==> config.mk <==
export PLATFORM = sky130hd
export DESIGN_NAME = dm_access_unit
export DESIGN_NICKNAME = d
export VERILOG_FILES = /design/src/rtl/dm_access_unit.sv
export SDC_FILE = /design/constraint.sdc
export NUM_CORES = 1
export LEC_CHECK = 0
export ABC_AREA = 1
export BUFFER_PORTS_ARGS = -buffer_cell sky130_fd_sc_hd__buf_4
export CAP_MARGIN = 20
export CORE_MARGIN = 2
export CORE_UTILIZATION = 35
export CTS_BUF_LIST = sky130_fd_sc_hd__clkbuf_16
export DETAILED_ROUTE_END_ITERATION = 12
export PLACE_DENSITY_LB_ADDON = 0.15
export SYNTH_ARGS = -nofsm -noshare
export SYNTH_HDL_FRONTEND = slang
export SYNTH_SLANG_ARGS = --single-unit
==> constraint.sdc <==
create_clock -name clk -period 9.7 [get_ports clk]
set_input_delay 1.94 -clock clk [delete_from_list [all_inputs] [get_ports clk]]
set_output_delay 1.94 -clock clk [all_outputs]
set_load 0.02 [all_outputs]
==> src/rtl/dm_access_unit.sv <==
// dm_access_unit: initiator side of the word-wide data-memory port.
// Converts byte/half/word load/store requests into DM read and write cycles.
// Sub-word stores are done as a read-modify-write because DM only writes whole words.
module dm_access_unit #(
    parameter int unsigned ADDR_W = 10
) (
    input  logic              clk,
    input  logic              rst,
    input  logic              req,
    input  logic              we,
    input  logic [1:0]        size,
    input  logic              sign_ext,
    input  logic [31:0]       addr,
    input  logic [31:0]       wdata,
    output logic              busy,
    output logic              done,
    output logic [31:0]       rdata,
    output logic              misalign,
    output logic [ADDR_W-1:0] dm_addr2,
    output logic [31:0]       dm_din,
    output logic              dm_memwr,
    input  logic [31:0]       dm_dout
);

    typedef enum logic [2:0] {StIdle, StRd, StWr, StDone, StErr} state_e;

    state_e            state_q, state_d;
    logic              we_q;
    logic [1:0]        size_q;
    logic              sign_q;
    logic [1:0]        lane_q;
    logic [31:0]       wdata_q;
    logic [ADDR_W-1:0] addr2_q;
    logic [31:0]       din_q;
    logic [31:0]       rdata_q;

    logic              req_misalign;
    logic [15:0]       lane_half;
    logic [31:0]       load_val;
    logic [31:0]       merged;

    // Byte-address bits above the DM word address wrap around.
    logic              unused_addr;
    assign unused_addr = ^addr[31:ADDR_W+2];

    // Alignment check on the incoming request (size 11 behaves as word).
    always_comb begin
        req_misalign = 1'b0;
        if (size == 2'b01) begin
            req_misalign = addr[0];
        end else if (size[1]) begin
            req_misalign = (addr[1:0] != 2'b00);
        end
    end

    // State register.
    always_ff @(posedge clk or posedge rst) begin
        if (rst) begin
            state_q <= StIdle;
        end else begin
            state_q <= state_d;
        end
    end

    // Next-state logic.
    always_comb begin
        state_d = state_q;
        unique case (state_q)
            StIdle: begin
                if (req) begin
                    if (req_misalign) begin
                        state_d = StErr;
                    end else if (!we) begin
                        state_d = StRd;
                    end else if (size[1]) begin
                        state_d = StWr;
                    end else begin
                        state_d = StRd;
                    end
                end
            end
            StRd:    state_d = we_q ? StWr : StDone;
            StWr:    state_d = StDone;
            StDone:  state_d = StIdle;
            StErr:   state_d = StIdle;
            default: state_d = StIdle;
        endcase
    end

    // Load lane extraction and store lane merge on the word read from DM.
    always_comb begin
        lane_half = 16'(dm_dout >> {lane_q, 3'b000});
        load_val  = dm_dout;
        case (size_q)
            2'b00: load_val = sign_q ? {{24{lane_half[7]}}, lane_half[7:0]}
                                     : {24'h0, lane_half[7:0]};
            2'b01: load_val = sign_q ? {{16{lane_half[15]}}, lane_half}
                                     : {16'h0, lane_half};
            default: load_val = dm_dout;
        endcase
        merged = dm_dout;
        case (size_q)
            2'b00:   merged[{lane_q, 3'b000} +: 8]      = wdata_q[7:0];
            2'b01:   merged[{lane_q[1], 4'b0000} +: 16] = wdata_q[15:0];
            default: merged = wdata_q;
        endcase
    end

    // Request capture and datapath registers; DM address/data hold while idle.
    always_ff @(posedge clk or posedge rst) begin
        if (rst) begin
            we_q    <= 1'b0;
            size_q  <= 2'b00;
            sign_q  <= 1'b0;
            lane_q  <= 2'b00;
            wdata_q <= 32'h0;
            addr2_q <= '0;
            din_q   <= 32'h0;
            rdata_q <= 32'h0;
        end else begin
            case (state_q)
                StIdle: begin
                    if (req) begin
                        we_q    <= we;
                        size_q  <= size;
                        sign_q  <= sign_ext;
                        lane_q  <= addr[1:0];
                        wdata_q <= wdata;
                        if (!req_misalign) begin
                            addr2_q <= addr[ADDR_W+1:2];
                            // Word stores skip the read, so the write data is ready now.
                            if (we && size[1]) begin
                                din_q <= wdata;
                            end
                        end
                    end
                end
                StRd: begin
                    if (we_q) begin
                        din_q <= merged;
                    end else begin
                        rdata_q <= load_val;
                    end
                end
                default: ;
            endcase
        end
    end

    // Outputs decoded from registered state only, so dm_memwr cannot glitch.
    always_comb begin
        busy     = (state_q != StIdle);
        done     = (state_q == StDone) || (state_q == StErr);
        misalign = (state_q == StErr);
        dm_memwr = (state_q == StWr);
        dm_addr2 = addr2_q;
        dm_din   = din_q;
        rdata    = rdata_q;
    end

endmodule

==> results.md <==
* Cells after synthesis at between 1000 and 1500
* Reg-to-reg setup timing slack at between 6 and 7 ns
* Post-CTS setup buffers at 0
* Post-synthesis async set-or-reset flop share at 1.00
* GR Layer Usage met1 at 0.333
* Top Ports at roughly 180
* Final global-route overflow total at 0
* Syn. warnings at 0
* Worst clock skew at between 0.008 and 0.009 ns
* Synth cell types at 33
* Dpl ws at between 5 and 6 ns
* Endpoint type of the worst setup path: flop
* CTS Buffer Depth at 2
* Wire length of the first global-routing pass at 38400 um
* Via-to-Cell Ratio at between 5 and 6
* Number of endpoints failing setup at the final stage at 0
* Placed wire-length estimate after detailed placement at ~17000 um
* Count of endpoints failing hold in the final timing report at 0
* Worst reg2reg startpoint: lane_q[1]
* Path type of the worst setup path: input pin to flop
* Max Slew Vio Count at 0
* M3 GR Usage at 0.0373
* Maximum Capacitance Violations at 0
* Clock Sinks at ~120
* Initial standard-cell utilization of the core at 0.355
* Number of clock buffers inserted by TritonCTS at 17
* Worst hold path endpoint: dm_addr2[3]
* Area added between synthesis and finish at 26.9%
* Worst Slack Setup Final at 5.75 ns
* Post-synth top flop: sky130_fd_sc_hd__dfrtp_1
* Final Total Pwr at approximately 3.3 mW
* Detailed-route via count at between 7000 and 8000
* Layout Cells excl Fill at roughly 1500
* Leakage Power at around 4.7 nW
* Detailed router's first-iteration violation count at between 500 and 600
* Clock slew seen by the registers of the worst setup and hold paths at 0.06 ns
* Ratio of cells with drive above 1 in the final layout at 0.211
* Hold Crit Class: flop to flop
* Die area at 21600 um^2
* Synthesized Nets at 1168
* Final net count at 1295
* Slew HR at 0.263
* Worst reg2reg path depth at 9
* Most frequent standard cell in the layout excluding fill and tap cells: sky130_fd_sc_hd__nand2_1
* Initial antenna violation count at 0
* Post-Route WL at around 24000 um
* Pin count of the biggest net entering global routing at 66
* Core outline area at 20200 um^2
* Std-Cell Rows at 52
* Number of enable-type register cells in the synthesized netlist at 0
* Global routing usage on met2 at 0.350
* Clock tree from TritonCTS: yes
* Cell at the root of the clock tree: sky130_fd_sc_hd__clkbuf_16
* Die height at roughly 150 um
* Final critical delay including setup and external delays at approximately 4.0 ns
* Most frequent cells in the layout: sky130_fd_sc_hd__nand2_1, sky130_fd_sc_hd__buf_4, sky130_fd_sc_hd__nand3_1, sky130_fd_sc_hd__dfrtp_1, sky130_fd_sc_hd__inv_1
* Post-route fraction of the period consumed by the critical path at 0.408
* Data arrival, critical path at between 4 and 5 ns
* CTS-repair resized insts at 0
* Cts-stage hold buffer count at 0
* Fmax at 253 MHz
* Outcome: complete, no violations
* Average wire per cell in the routed design at 16.5 um
* Floorplan die width at around 150 um
* Cell area after synthesis at a little over 7000 um^2
* Residual DRC at 0
* Post-Syn Area per Cell at just under 7 um^2
* Synthesis-stage register bit count at ~120
* Fraction of the yosys area taken by sequential cells at 0.402
* Worst hold start: dm_addr2[3]
* Clk_lat worst skew at ~0.42 ns
* Highest fanout seen on the critical path at 40
* Data required time of the worst path at approximately 10 ns
* Worst hold path depth at 2
* Iteration count of the initial detailed-routing pass at 6
* Number of antenna repair diodes at 0
* Via count of the first global-routing pass at around 7000
* PortBufs at 160
* Worst supply voltage drop on vdd at about 0.19 mV
* R2r endpoint: dm_din[13]
* Busiest layer in global routing: met2
* Total power divided by cell area at approximately 370 nW/um^2
* H-Tree Depth at 4
* Startpoint types: input pin
* All-layer global routing usage at 0.226
* GP Congestion at between 0.9 and 1
* Sum of negative setup slack at 0 ns
* Placed Cells incl. Taps at between 1000 and 1500
* Transition time at the pin with the least slew margin at 1.10 ns
* Unrepaired setup endpoints after global routing: no
* Final cell utilization of the core at 0.450
* Antenna viol nets, final at 0
==> through the flow <==
stage | hold WS (ns) | instance area [um^2]
6_report | 0.471 | 9080
3_5_place_dp | 0.462 | 8470
2_1_floorplan | 0.459 | 7160
4_1_cts | 0.477 | 9080
3_3_place_gp | 0.457 | 8470
5_1_grt | 0.502 | 9080
==> metal layers <==
metal / part of all wire / wire (um) / vias to the layer above
met5: 0 / 0 / -
met4: 0.0077 / 188 / 0
met3: 0.057 / 1390 / 11
met2: 0.46 / 11200 / 224
met1: 0.48 / 11600 / 3475
li1: - / - / 3641
==> sequential cells by signal (all words and copies together), names as in the netlist <==
signal and cells:
dm_addr2 10, sign_q 1, lane_q 2, dm_din 32
size_q 2, we_q 1, state_q 3, wdata_q 32
rdata 32
==> kinds of logic after synthesis <==
| group | after synthesis | share of synthesized area |
|---|---|---|
| buffers and inverters | 165 | 0.0959 |
| AND/OR/NAND/NOR | 599 | 0.366 |
| flip-flops | 115 | 0.402 |
| AO/OA/AOI/OAI | 176 | 0.128 |
| adder cells (fa/ha/maj) | 5 | 0.00874 |
==> worst max-delay path by stage <==
stage	from	endpoint	slack (ns)	cells past startpoint
final	addr[0]	dm_din[28]	5.75	8
after floorplan	rst	dm_addr2[0]	4.72	1
after CTS	addr[0]	dm_din[28]	5.79	8
after global placement	addr[0]	dm_din[26]	5.39	8
after detailed placement	addr[0]	dm_din[28]	5.36	8
after global routing	addr[0]	dm_din[23]	5.55	7
==> cell usage after synthesis (2+ instances only) <==
| cell | count | area share |
|---|---|---|
| sky130_fd_sc_hd__nand2_1 | 364 | 0.19 |
| sky130_fd_sc_hd__nor2_2 | 2 | 0.0017 |
| sky130_fd_sc_hd__a31oi_1 | 3 | 0.0026 |
| sky130_fd_sc_hd__buf_2 | 29 | 0.020 |
| sky130_fd_sc_hd__nand3_1 | 130 | 0.091 |
| sky130_fd_sc_hd__o211ai_1 | 8 | 0.0084 |
| sky130_fd_sc_hd__o22ai_1 | 8 | 0.0070 |
| sky130_fd_sc_hd__o21ai_0 | 58 | 0.041 |
| sky130_fd_sc_hd__or2_1 | 3 | 0.0026 |
| sky130_fd_sc_hd__nand2_2 | 3 | 0.0026 |
| sky130_fd_sc_hd__inv_2 | 5 | 0.0026 |
| sky130_fd_sc_hd__ha_1 | 5 | 0.0087 |
| sky130_fd_sc_hd__a21oi_1 | 63 | 0.044 |
| sky130_fd_sc_hd__buf_1 | 2 | 0.0010 |
| sky130_fd_sc_hd__or2_2 | 37 | 0.032 |
| sky130_fd_sc_hd__nor2_1 | 48 | 0.025 |
| sky130_fd_sc_hd__nor2_4 | 4 | 0.0063 |
| sky130_fd_sc_hd__dfrtp_1 | 115 | 0.40 |
| sky130_fd_sc_hd__buf_4 | 6 | 0.0063 |
| sky130_fd_sc_hd__clkbuf_1 | 19 | 0.010 |
| sky130_fd_sc_hd__o21ai_1 | 36 | 0.025 |
| sky130_fd_sc_hd__inv_1 | 101 | 0.053 |
==> report_power, final <==
group	leakage (nW)	internal [mW]	switching, mW
registers	1.40	0.720	0.158
clock network	0.291	0.426	0.240
logic	3.01	0.611	1.19
total	4.71	1.76	1.59
==> critical path: stages <==
cell	delay, ns
sky130_fd_sc_hd__buf_4	0.12
sky130_fd_sc_hd__o21ai_1	0.82
sky130_fd_sc_hd__inv_1	0.13
sky130_fd_sc_hd__nand2_2	0.52
sky130_fd_sc_hd__nand2_4	0.42
sky130_fd_sc_hd__nor2_1	0.20
sky130_fd_sc_hd__nand2_1	0.07
sky130_fd_sc_hd__nand2_1	0.06
==> cell type report <==
cell class / instances / area [um^2]
Clock buffer: 17 / 425
Clock inverter: 15 / 190
Fill cell: 2173 / 11100
Inverter: 107 / 404
Multi-Input combinational cell: 780 / 3600
Sequential cell: 115 / 2880
Tap cell: 270 / 338
Timing Repair Buffer: 166 / 1250
(Power assumes the default switching activity.)
